==> src/rtl/arit_mpy_pkg.sv <==
// Shared constants for the hardware multiplier: mode encodings, FSM state
// codes and the byte-operand width.
package arit_pkg;

  localparam logic [1:0] MODE_MPY  = 2'b00;
  localparam logic [1:0] MODE_MPYS = 2'b01;
  localparam logic [1:0] MODE_MAC  = 2'b10;
  localparam logic [1:0] MODE_MACS = 2'b11;

  localparam logic [1:0] ST_IDLE = 2'd0;
  localparam logic [1:0] ST_MUL  = 2'd1;
  localparam logic [1:0] ST_ACC  = 2'd2;

  localparam int BYTE_W = 8;

  // Bit 0 of MODE selects signed operation.
  function automatic logic mode_signed(input logic [1:0] mode);
    return mode[0];
  endfunction

endpackage

==> src/rtl/arit_mpy_if.sv <==
// Peripheral-side bus of the multiplier: request/operand inputs and
// result/status outputs.
interface arit_mpy_if #(parameter int SIZE = 16);

  logic              START;
  logic [1:0]        MODE;
  logic              BW;
  logic              CLR_ACC;
  logic [SIZE-1:0]   OP1;
  logic [SIZE-1:0]   OP2;
  logic [2*SIZE-1:0] RES;
  logic              SUMEXT;
  logic              V;
  logic              BUSY;
  logic              DONE;

  modport master (
    output START, MODE, BW, CLR_ACC, OP1, OP2,
    input  RES, SUMEXT, V, BUSY, DONE
  );

  modport slave (
    input  START, MODE, BW, CLR_ACC, OP1, OP2,
    output RES, SUMEXT, V, BUSY, DONE
  );

endinterface

==> src/rtl/arit_mpy_step.sv <==
// One radix-2 shift-add iteration: adds the (pre-shifted) multiplicand to
// the partial product when the current multiplier bit is set.
module arit_mpy_step #(
  parameter int W = 32
) (
  input  logic [W-1:0] pp_in,
  input  logic [W-1:0] mcand,
  input  logic         mbit,
  output logic [W-1:0] pp_out
);

  assign pp_out = mbit ? (pp_in + mcand) : pp_in;

endmodule

==> src/rtl/arit_mpy.sv <==
// Multi-cycle multiply / multiply-accumulate unit (MPY, MPYS, MAC, MACS).
// Define ARIT_MPY_SAT_EN to saturate MACS results on signed overflow.
module arit_mpy
  import arit_pkg::*;
#(
  parameter int SIZE = 16,
  parameter int CW   = 5
) (
  input logic      clk,
  input logic      rst,
  arit_mpy_if.slave bus
);

  localparam int W = 2 * SIZE;

  logic [1:0]      state;
  logic [1:0]      mode_q;
  logic            neg_q;
  logic            acc_ph;
  logic [CW-1:0]   cnt;
  logic [W-1:0]    mcand;
  logic [SIZE-1:0] mplier;
  logic [W-1:0]    pp;
  logic [W-1:0]    pp_next;
  logic [W-1:0]    prod_q;
  logic [W-1:0]    res_q;
  logic            sumext_q;
  logic            v_q;
  logic            busy_q;
  logic            done_q;

  logic            a_neg, b_neg;
  logic [SIZE-1:0] a_ext, b_ext, a_mag, b_mag;
  logic [CW-1:0]   n_load;
  logic [W-1:0]    prod_c;
  logic [W:0]      sum;
  logic            ovf;
  logic [W-1:0]    acc_val;
  logic            sumext_n;
  logic            v_n;

  // Operands are extended from bit N-1 and reduced to magnitudes so the
  // shift-add core only ever multiplies unsigned values.
  always_comb begin
    a_neg = mode_signed(bus.MODE) & (bus.BW ? bus.OP1[BYTE_W-1] : bus.OP1[SIZE-1]);
    b_neg = mode_signed(bus.MODE) & (bus.BW ? bus.OP2[BYTE_W-1] : bus.OP2[SIZE-1]);
    a_ext = bus.OP1;
    b_ext = bus.OP2;
    if (bus.BW) begin
      a_ext = {{(SIZE-BYTE_W){a_neg}}, bus.OP1[BYTE_W-1:0]};
      b_ext = {{(SIZE-BYTE_W){b_neg}}, bus.OP2[BYTE_W-1:0]};
    end
    a_mag  = a_neg ? (~a_ext + 1'b1) : a_ext;
    b_mag  = b_neg ? (~b_ext + 1'b1) : b_ext;
    n_load = bus.BW ? CW'(BYTE_W) : CW'(SIZE);
  end

  arit_mpy_step #(.W(W)) u_step (
    .pp_in  (pp),
    .mcand  (mcand),
    .mbit   (mplier[0]),
    .pp_out (pp_next)
  );

  assign prod_c = neg_q ? (~pp + 1'b1) : pp;
  assign sum    = {1'b0, res_q} + {1'b0, prod_q};
  assign ovf    = (res_q[W-1] == prod_q[W-1]) && (sum[W-1] != res_q[W-1]);

  // Result and flags committed at the end of ACC, selected by captured mode.
  always_comb begin
    acc_val  = prod_q;
    sumext_n = 1'b0;
    v_n      = 1'b0;
    case (mode_q)
      MODE_MPY: begin
        acc_val = prod_q;
      end
      MODE_MPYS: begin
        acc_val  = prod_q;
        sumext_n = prod_q[W-1];
      end
      MODE_MAC: begin
        acc_val  = sum[W-1:0];
        sumext_n = sum[W];
      end
      default: begin
        acc_val = sum[W-1:0];
        v_n     = ovf;
`ifdef ARIT_MPY_SAT_EN
        if (ovf)
          acc_val = prod_q[W-1] ? {1'b1, {(W-1){1'b0}}} : {1'b0, {(W-1){1'b1}}};
`endif
        sumext_n = acc_val[W-1];
      end
    endcase
  end

  // Control FSM: IDLE captures, MUL iterates N times, ACC forms the signed
  // product in its first cycle and commits the result in its second.
  always_ff @(posedge clk or posedge rst) begin
    if (rst) begin
      state    <= ST_IDLE;
      mode_q   <= MODE_MPY;
      neg_q    <= 1'b0;
      acc_ph   <= 1'b0;
      cnt      <= '0;
      mcand    <= '0;
      mplier   <= '0;
      pp       <= '0;
      prod_q   <= '0;
      res_q    <= '0;
      sumext_q <= 1'b0;
      v_q      <= 1'b0;
      busy_q   <= 1'b0;
      done_q   <= 1'b0;
    end else begin
      done_q <= 1'b0;
      case (state)
        ST_IDLE: begin
          if (bus.CLR_ACC)
            res_q <= '0;
          if (bus.START) begin
            mode_q <= bus.MODE;
            neg_q  <= a_neg ^ b_neg;
            mcand  <= {{SIZE{1'b0}}, a_mag};
            mplier <= b_mag;
            pp     <= '0;
            cnt    <= n_load;
            acc_ph <= 1'b0;
            busy_q <= 1'b1;
            state  <= ST_MUL;
          end
        end
        ST_MUL: begin
          pp     <= pp_next;
          mcand  <= mcand << 1;
          mplier <= mplier >> 1;
          cnt    <= cnt - 1'b1;
          if (cnt == CW'(1))
            state <= ST_ACC;
        end
        ST_ACC: begin
          if (!acc_ph) begin
            prod_q <= prod_c;
            acc_ph <= 1'b1;
          end else begin
            res_q    <= acc_val;
            sumext_q <= sumext_n;
            v_q      <= v_n;
            busy_q   <= 1'b0;
            done_q   <= 1'b1;
            state    <= ST_IDLE;
          end
        end
        default: state <= ST_IDLE;
      endcase
    end
  end

  assign bus.RES    = res_q;
  assign bus.SUMEXT = sumext_q;
  assign bus.V      = v_q;
  assign bus.BUSY   = busy_q;
  assign bus.DONE   = done_q;

endmodule

==> src/flat_wrapper.sv <==
// flat-port wrapper written by rule: the top's interface ports become plain ports
module arit_mpy_flat import arit_pkg::*;
#(
  parameter int SIZE = 16,
  parameter int CW   = 5
)
  (clk, rst, bus_START, bus_MODE, bus_BW, bus_CLR_ACC, bus_OP1, bus_OP2, bus_RES, bus_SUMEXT, bus_V, bus_BUSY, bus_DONE);
  arit_mpy_if #(.SIZE(SIZE)) bus_i ();
  input logic clk;
  input logic rst;
  input wire logic [$bits(bus_i.START)-1:0] bus_START;
  input wire logic [$bits(bus_i.MODE)-1:0] bus_MODE;
  input wire logic [$bits(bus_i.BW)-1:0] bus_BW;
  input wire logic [$bits(bus_i.CLR_ACC)-1:0] bus_CLR_ACC;
  input wire logic [$bits(bus_i.OP1)-1:0] bus_OP1;
  input wire logic [$bits(bus_i.OP2)-1:0] bus_OP2;
  output wire logic [$bits(bus_i.RES)-1:0] bus_RES;
  output wire logic [$bits(bus_i.SUMEXT)-1:0] bus_SUMEXT;
  output wire logic [$bits(bus_i.V)-1:0] bus_V;
  output wire logic [$bits(bus_i.BUSY)-1:0] bus_BUSY;
  output wire logic [$bits(bus_i.DONE)-1:0] bus_DONE;
  assign bus_i.START = bus_START;
  assign bus_i.MODE = bus_MODE;
  assign bus_i.BW = bus_BW;
  assign bus_i.CLR_ACC = bus_CLR_ACC;
  assign bus_i.OP1 = bus_OP1;
  assign bus_i.OP2 = bus_OP2;
  assign bus_RES = bus_i.RES;
  assign bus_SUMEXT = bus_i.SUMEXT;
  assign bus_V = bus_i.V;
  assign bus_BUSY = bus_i.BUSY;
  assign bus_DONE = bus_i.DONE;
  arit_mpy #(.SIZE(SIZE), .CW(CW)) u_core (.clk(clk), .rst(rst), .bus(bus_i));
endmodule
==> config.mk <==
export PLATFORM = sky130hd
export DESIGN_NAME = arit_mpy_flat
export DESIGN_NICKNAME = d
export VERILOG_FILES = /design/src/rtl/arit_mpy_pkg.sv /design/src/rtl/arit_mpy_if.sv /design/src/rtl/arit_mpy_step.sv /design/src/rtl/arit_mpy.sv /design/src/flat_wrapper.sv
export SDC_FILE = /design/constraint.sdc
export NUM_CORES = 1
export LEC_CHECK = 0
export CAP_MARGIN = 20
export CORE_MARGIN = 4
export CORE_UTILIZATION = 66
export DETAILED_ROUTE_END_ITERATION = 6
export PLACE_DENSITY_LB_ADDON = 0.08
export SLEW_MARGIN = 0
export SYNTH_ARGS = -nofsm -noshare
export SYNTH_HDL_FRONTEND = slang
export SYNTH_HIERARCHICAL = 1
export SYNTH_SLANG_ARGS = --single-unit
==> constraint.sdc <==
create_clock -name clk -period 8.2 [get_ports clk]
set_input_delay 1.23 -clock clk [delete_from_list [all_inputs] [get_ports clk]]
set_output_delay 1.23 -clock clk [all_outputs]
set_load 0.01 [all_outputs]
# Yosys cells after proc, flatten, opt, wreduce, memory -nomap -nowiden
# Index checks and enable logic that the tools add are counted.
# totals
elab_cells,89
output_inout_bits,36
reg_bits,159
inputBits,39
# op_classes
reduce_logical,16
bitwise,7
n_mux,34
n_eq_ne,12
addsub,6
# op_table
operator,count
32-bit 2-to-1 mux,7
32-bit one-hot mux with 2 select lines,3
16-bit 2-to-1 mux,5
32-bit by 32-bit adder with 33-bit output,1
16-bit by 1-bit adder with 16-bit output (second input constant),2
32-bit by 1-bit adder with 32-bit output (second input constant),1
32-bit adder,1
16-bit inverter,2
32-bit inverter,1
16-bit one-hot mux with 2 select lines,1
3-bit AND reduction,4
5-bit 2-to-1 mux,2
5-bit one-hot mux with 2 select lines,1
2-bit AND reduction,5
1-bit 2-to-1 mux,8
2-bit 2-to-1 mux,3
2-bit by 1-bit != test with 1-bit output (second input constant),3
2-bit one-hot mux with 3 select lines,1
5-bit by 1-bit equality test with 1-bit output (second input constant),1
5-bit by 1-bit subtractor with 5-bit output (second input constant),1
2-bit by 1-bit equality test with 1-bit output (second input constant),2
2-bit equality test (second input constant),2
2-bit zero test,2
2-bit != test (second input constant),2
11 further kinds,14

# Logic depth before layout (Yosys ltp)
# Gate-level depths: netlist of the first run.
# logic_depth
depth_word,8
mapped_depth,11
mapped_depth_nobuf,11

# Hierarchy
# The synthesis of the first run kept the hierarchy.
# modules_own_cells
module,area_each_um2,cells_each,instances,seq_area_each_um2
arit_mpy,9446.6,1089,1,3978.8
arit_mpy_step,2292.2,321,1,0.0

# Worst setup path after synthesis of the first run
# No wires, ideal clock.
# synth_timing
path_type,input port to flip-flop
start,in bus_OP1[7]
end,reg u_core.mcand[14]
n_path_buf,2
arrival_time_ns,2.862
setup_slack_ns,5.205
setup_time_ns,0.133
required_time_ns,8.067
stages,10
cell_sequence,clkbuf_1 and3_1 clkbuf_1 a21oi_1 nand2_1 a21boi_0 a31oi_1 o31ai_1 xor2_1 o21ai_0
# synth_via
elab_chain_cells,8
# synth_rtl
item,line_no,text
"start, declared",flat_wrapper.sv:15,input wire logic [$bits(bus_i.OP1)-1:0] bus_OP1;
1-bit 2-to-1 mux,arit_mpy.sv:45,a_neg = mode_signed(bus.MODE) & (bus.BW ? bus.OP1[BYTE_W-1] : bus.OP1[SIZE-1]);
1-bit bitwise AND,arit_mpy.sv:45,
16-bit 2-to-1 mux,arit_mpy.sv:49,if (bus.BW) begin
16-bit inverter,arit_mpy.sv:53,a_mag = a_neg ? (~a_ext + 1'b1) : a_ext;
16-bit by 1-bit adder with 16-bit output,arit_mpy.sv:53,
16-bit 2-to-1 mux (*),arit_mpy.sv:53,
32-bit 2-to-1 mux (*),arit_mpy.sv:122,if (bus.START) begin
32-bit one-hot mux with 2 select lines (*),arit_mpy.sv:118,case (state)
"end signal, assigned",arit_mpy.sv:125,"mcand <= {{SIZE{1'b0}}, a_mag};"
"end signal, assigned",arit_mpy.sv:136,mcand <= mcand << 1;
"end, declared",arit_mpy.sv:21,logic [W-1:0] mcand;
# Mark *: on every way between the ends. The rest lies on a longest branch, timed or not. The select of a mux whose other input is x is not followed.
# A chain may end at the register's enable or synchronous reset.

# Worst setup path after layout of the first run
# layout_timing
start,in bus_BW
end,reg u_core.mcand[14]
# layout_via
elab_chain_cells,8
# layout_rtl
item,line_no,text
"start, declared",flat_wrapper.sv:13,input wire logic [$bits(bus_i.BW)-1:0] bus_BW;
1-bit 2-to-1 mux,arit_mpy.sv:45,
1-bit bitwise AND,arit_mpy.sv:45,
16-bit 2-to-1 mux,arit_mpy.sv:49,
16-bit inverter,arit_mpy.sv:53,
16-bit by 1-bit adder with 16-bit output,arit_mpy.sv:53,
16-bit 2-to-1 mux (*),arit_mpy.sv:53,
32-bit 2-to-1 mux (*),arit_mpy.sv:122,
32-bit one-hot mux with 2 select lines (*),arit_mpy.sv:118,
# Marks and branches as above.

==> results of run 1 <==
## flip-flops by register name, summed over array words and instances, names as in the netlist, 2 cells and up
name            flops
u_core/bus.RES     32
u_core/cnt          5
u_core/mcand       32
u_core/mode_q       2
u_core/mplier      16
u_core/pp          32
u_core/prod_q      32
u_core/state        2
## synth_stat cells (4+ instances only)
library cell	instances
nand3b_1	4
nor3_1	21
buf_2	6
a21boi_0	4
nor4_1	4
nand4_1	10
buf_1	11
o31ai_1	21
nor2_1	93
a21oi_1	113
a22oi_1	44
a211oi_1	9
nor2b_1	18
xnor2_1	42
o2111ai_1	4
mux2_2	23
inv_1	28
a211o_1	5
dfrtp_1	159
nand3_1	25
or4_1	5
xor2_1	68
and3_1	14
o21bai_1	7
o21ai_0	158
o21ai_1	15
nand2b_1	15
ha_1	68
mux2i_1	16
or3_1	7
a21oi_2	6
a21o_1	21
a31oi_1	12
o211ai_1	8
or2_2	4
o21a_1	6
o22ai_1	4
nand2_1	211
clkbuf_1	58
## critical path: cells and delay by family
| kind | cells | cell delay (ns) |
|---|---|---|
| AOI/OAI and AO/OA | 6 | 1.29 |
| xor gates and xnor gates | 1 | 0.14 |
| buffers and inverters | 2 | 0.92 |
| and+or+nand+nor | 1 | 0.29 |
## metrics by stage
step / cells / total power, W / worst slack, ns
5_1_grt: 1675 / 0.00496 / 4.45
3_5_place_dp: 1641 / 0.00372 / 3.76
3_3_place_gp: 1639 / 0.00364 / 3.85
6_report: 1675 / 0.00458 / 4.66
4_1_cts: 1673 / 0.00455 / 4.20
2_1_floorplan: 1410 / 0.00320 / 2.68
## power breakdown
| part | switching [W] | total [W] | internal (W) |
|---|---|---|---|
| clock | 0.000333 | 0.000802 | 0.000469 |
| combinational | 0.00135 | 0.00233 | 0.000983 |
| sequential | 0.000385 | 0.00145 | 0.00106 |
## routing by layer
metal | up-vias | part of all wire
met4 | 0 | 0.014
li1 | 5144 | -
met3 | 29 | 0.059
met1 | 4996 | 0.46
met2 | 359 | 0.47
met5 | - | 0
## area by class of cell
class / count / area, um2
Multi-Input combinational cell: 1147 / 7380
Clock buffer: 22 / 464
Fill cell: 1338 / 4170
Tap cell: 225 / 282
Clock inverter: 10 / 126
Timing Repair Buffer: 84 / 846
Inverter: 28 / 110
Sequential cell: 159 / 3980
## logic make-up (layout without fill, tap and decap cells)
group	count (synthesis)	after routing	share of synthesized area
XOR/XNOR	110	110	0.0821
flip-flops	159	159	0.339
AO/OA/AOI/OAI	467	467	0.248
buffers and inverters	104	144	0.0345
adder cells (fa/ha/maj)	70	70	0.0759
AND/OR/NAND/NOR	461	461	0.185
multiplexers	39	39	0.0357
## worst paths after layout
path	startpoint	end	slack [ns]	cells after the start
worst max-delay path	bus_BW	u_core/mcand[14]	4.66	10
worst min-delay path	u_core/bus.BUSY	u_core/bus.BUSY	0.48	2
worst max register to register	u_core/bus.RES[0]	u_core/bus.RES[28]	5.12	10
worst min register to register	u_core/bus.BUSY	u_core/bus.BUSY	0.48	2
max in group asynchronous	rst	u_core/mcand[21]	5.55	3
min in group asynchronous	rst	u_core/bus.RES[4]	1.39	2
==> impl_metrics.py, run 1 <==
metrics = {
    "power": {
        "ir_drop_mv": 0.247,
        "p_per_area_mw_per_mm2": 348,
        "leakage_nw": 5.74,
    },
    "layout": {
        "nNetsFinal": 1546,
        "final_cell_area_mm2": 0.0132,
        "diodes": 0,
        "drive_gt1_frac": 0.0676,
        "most-common-layout-cells": "211 x nand2_1, 159 x dfrtp_1, 158 x o21ai_0",
        "utilization": 0.760,
        "area_growth_pct": 12.4,
        "final_common_cell": "nand2_1",
    },
    "yosys": {
        "synth_area_leaders": "dfrtp_1 34%, ha_1 7.2%, nand2_1 6.7%, o21ai_0 6.7%, xor2_1 5.1%",
        "synth_top_area_share": 0.339,
        "ys_seq_area_frac": 0.339,
        "synth_top_area_cell": "dfrtp_1",
        "synth_edf_count": 0,
        "synthCells": 1410,
        "synth_nets": 1519,
        "netlist_area_mm2": 0.0117,
        "yosys.cell_types.count": 80,
        "synth_ff_type": "dfrtp_1",
        "synth_seq_cells": 159,
        "yosys_warnings": 6,
        "postSynthAreaPerCell_um2": 8.33,
        "async_flop_share": 1.00,
    },
    "floorplan": {
        "die_h_um": 141,
        "dieArea_mm2": 0.0200,
        "core_mm2": 0.0174,
        "start_util": 0.676,
        "core.rowCount": 48,
        "die_width_um": 141,
        "ios": 75,
    },
    "timing": {
        "skew_ns": 0.00929,
        "slew_violations": 0,
        "max_freq_mhz": 283,
        "max_slew_margin": 0.266,
        "period_minus_slack_ns": 3.54,
        "setup-violations-final": 0,
        "rsz0062_at_grt": "false",
        "timing.hold.ws_ns": 0.477,
        "post-route-period-util": 0.431,
        "max_slew.worst_pin.slew_ns": 1.10,
        "hold_viol_final": 0,
        "finalSetupTns_ns": 0,
    },
    "clock_network": {
        "clkSinkCount": 159,
        "numCtsBuffers": 17,
        "h-tree-depth": 4,
        "cts-root-buf": "clkbuf_16",
        "clockBufferDepth": 2,
        "ctsHoldBuffers": 0,
        "post_cts_buffers": 0,
        "cts_tree": "built",
        "clkTransAtPathRegs_ns": 0.06,
        "cts_resized": 0,
        "clock_latency_ns": 0.42,
    },
    "grt": {
        "met1_usage": 0.403,
        "grt.total_usage": 0.286,
        "grt_use_met2": 0.468,
        "use_met3": 0.0384,
        "overflow": 0,
        "busiest_layer": "met2",
        "grt_pass1_wl_mm": 47.7,
        "grt_pass1_vias": 9939,
        "grt_max_degree": 104,
        "antenna_found_initial": 0,
    },
    "setup_path": {
        "worst_path_max_delay_cell": "clkdlybuf4s50_1",
        "end_kind": "flip-flop",
        "crit_chain": "clkdlybuf4s50_1 -> nand2b_1 -> a21boi_0 -> clkbuf_2 -> o31ai_1 -> a21boi_0 -> a31oi_1 -> o31ai_1 -> xor2_1 -> o21ai_0",
        "crit_arrival_ns": 3.87,
        "cp-start-kind": "input port",
        "slowest_delay_ns": 0.63,
        "critPathKind": "in -> reg",
        "cp.required_ns": 8.53,
        "critPathMaxFanout": 15,
    },
    "placed_design": {
        "gp_congestion": 0.920,
        "placed_cell_area_mm2": 0.0126,
        "dpl.hpwl_mm": 20.1,
        "io_buffers": 74,
    },
    "status": {
        "outcome": "finished, final reports clean",
    },
    "flow_run": {
        "max_cap_viol_count": 0,
    },
    "route": {
        "vias": 10500,
        "first_pass_iters": 6,
        "ant_nets": 0,
        "wl_per_cell_um": 16.9,
        "wirelength_mm": 28.3,
        "vias_per_cell": 6.29,
        "remaining_drc_errors": 0,
        "drt-initial-drc-count": 696,
    },
    "worst_hold_path": {
        "hold_path_class": "reg -> reg",
    },
}
Power figures use the tool's default switching activity.
==> run 2, diff against run 1 <==
- CORE_UTILIZATION: 66 -> 55
- clock period: 8.2 -> 3.2 ns (I/O delays scaled with it)
==> run 2 against run 1 <==
Setup slack got worse by 4.4 ns. Count of clock-buffer cells in the layout is 3 lower. Cell count increased by 4.2%. Die area is 19% higher. Clock skew increased by 0.00069 ns. Sequential share of layout area shrank 0.45 points. Design area is 1.5% higher. Register-to-register slack worse by 4.9 ns. Flip-flop and latch count unchanged. Power grew to 2.6 times the previous value. Largest cell class unchanged. Highest routed layer unchanged.
==> impl_metrics.py, run 2 (same netlist as run 1, synthesis figures left out) <==
metrics = {
    "status": {
        "outcome": "finished, final reports clean",
    },
    "clock_network": {
        "clkTransAtPathRegs_ns": 0.07,
        "clkSinkCount": 159,
        "clockBufferDepth": 2,
        "clock_latency_ns": 0.43,
        "numCtsBuffers": 17,
        "cts-root-buf": "clkbuf_16",
        "cts_resized": 0,
        "cts_tree": "built",
        "h-tree-depth": 4,
        "post_cts_buffers": 0,
        "ctsHoldBuffers": 0,
    },
    "setup_path": {
        "end_kind": "flip-flop",
        "critPathMaxFanout": 5,
        "reg2reg_depth": 10,
        "r2r_setup_slack_ns": 0.24,
        "crit_arrival_ns": 3.27,
        "worst_path_max_delay_cell": "fa_1",
        "critPathKind": "reg -> reg",
        "crit_family": "compound AO/OA/AOI/OAI gates",
        "crit_chain": "ha_1 -> fa_1 -> a211oi_1 -> o211ai_1 -> a21oi_1 -> nor3b_1 -> a211o_1 -> a31oi_1 -> nor3_1 -> a221o_1",
        "slowest_delay_ns": 0.43,
        "cp-start-kind": "flip-flop",
        "cp.depth": 10,
        "cp.required_ns": 3.51,
        "critPathBufInv": 0,
    },
    "route": {
        "first_pass_iters": 5,
        "vias_per_cell": 6.02,
        "drt-initial-drc-count": 612,
        "ant_nets": 0,
        "wirelength_mm": 28.9,
        "remaining_drc_errors": 0,
        "vias": 10500,
        "wl_per_cell_um": 16.5,
    },
    "timing": {
        "max_freq_mhz": 338,
        "slew_violations": 0,
        "rsz0062_at_grt": "false",
        "skew_ns": 0.00998,
        "finalSetupTns_ns": 0,
        "post-route-period-util": 0.925,
        "setup-violations-final": 0,
        "hold_viol_final": 0,
        "max_slew.worst_pin.slew_ns": 0.933,
        "max_slew_margin": 0.378,
        "period_minus_slack_ns": 2.96,
    },
    "floorplan": {
        "dieArea_mm2": 0.0237,
        "start_util": 0.558,
        "die_width_um": 154,
        "core_mm2": 0.0210,
        "die_h_um": 154,
        "core.rowCount": 53,
        "ios": 75,
    },
    "worst_hold_path": {
        "hold_path_class": "reg -> reg",
        "worstHoldPathCells": 2,
    },
    "grt": {
        "overflow": 0,
        "grt.total_usage": 0.245,
        "grt_max_degree": 65,
        "grt_pass1_wl_mm": 48.7,
        "grt_pass1_vias": 9895,
        "antenna_found_initial": 0,
    },
    "power": {
        "p_per_area_mw_per_mm2": 878,
        "ir_drop_mv": 0.492,
        "leakage_nw": 5.83,
    },
    "placed_design": {
        "dpl.hpwl_mm": 21.2,
        "io_buffers": 74,
        "placed_cell_area_mm2": 0.0128,
        "gp_congestion": 0.933,
    },
    "layout": {
        "final_cell_area_mm2": 0.0134,
        "diodes": 0,
        "drive_gt1_frac": 0.0816,
        "area_growth_pct": 14.1,
        "final_common_cell": "nand2_1",
        "most-common-layout-cells": "211 x nand2_1, 159 x dfrtp_1, 158 x o21ai_0",
        "nNetsFinal": 1566,
    },
    "flow_run": {
        "max_cap_viol_count": 0,
    },
}
-- run 2: cell count changes in the layout (fill, tap and decap cells not counted), sizes merged --
cell	change
buf	+21
bufinv	-1
clkbuf	-4
clkinv	+1
clkinvlp	+3
-- run 2: final cells by class --
type                            count  area [um2]
Timing Repair Buffer              104        1000
Clock inverter                     13         129
Tap cell                          275         344
Fill cell                        1789        7630
Sequential cell                   159        3980
Multi-Input combinational cell   1147        7380
Clock buffer                       19         443
Inverter                           28         109
-- run 2: final timing paths --
| kind | startpoint | to |
|---|---|---|
| min in group asynchronous | rst | u_core/bus.BUSY |
| setup reg to reg | u_core/bus.RES[0] | u_core/bus.RES[18] |
| hold / removal | u_core/bus.BUSY | u_core/bus.BUSY |
| setup / recovery | u_core/bus.RES[0] | u_core/bus.RES[18] |
| max in group asynchronous | rst | u_core/mplier[5] |
| hold reg to reg | u_core/bus.BUSY | u_core/bus.BUSY |
-- run 2: routing by layer --
layer  GRT usage  up-vias  part of all wire
li1            -     5191                 -
met1       0.342     5006              0.47
met4      0.0639        0             0.014
met3      0.0324       31             0.051
met5           0        -                 0
met2       0.403      272              0.47
-- run 2: report_power, final --
group / internal (W) / switching (W) / total, W
clock network: 0.00111 / 0.000898 / 0.00201
registers: 0.00273 / 0.000879 / 0.00361
logic: 0.00257 / 0.00357 / 0.00614
-- run 2: worst register-to-register path, delay by kind of cell (launching register included) --
kind	cells	cell delay, ns
AO/OA/AOI/OAI	6	1.59
flip-flops	1	0.39
adder cells (fa/ha/maj)	2	0.66
AND/OR/NAND/NOR	2	0.20
-- run 2: metrics by stage --
| stage | util | instances | total power (W) | setup slack, ns | hold WS, ns |
|---|---|---|---|---|---|
| detailed placement | 0.610 | 1713 | 0.00966 | 0.280 | 0.465 |
| global placement | 0.610 | 1713 | 0.00953 | 0.323 | 0.460 |
| floorplan | - | 1410 | 0.00819 | 0.539 | 0.463 |
| global route | 0.637 | 1745 | 0.0127 | 0.0699 | 0.516 |
| finish | 0.637 | 1745 | 0.0118 | 0.241 | 0.479 |
| CTS | 0.637 | 1745 | 0.0117 | 0.259 | 0.483 |
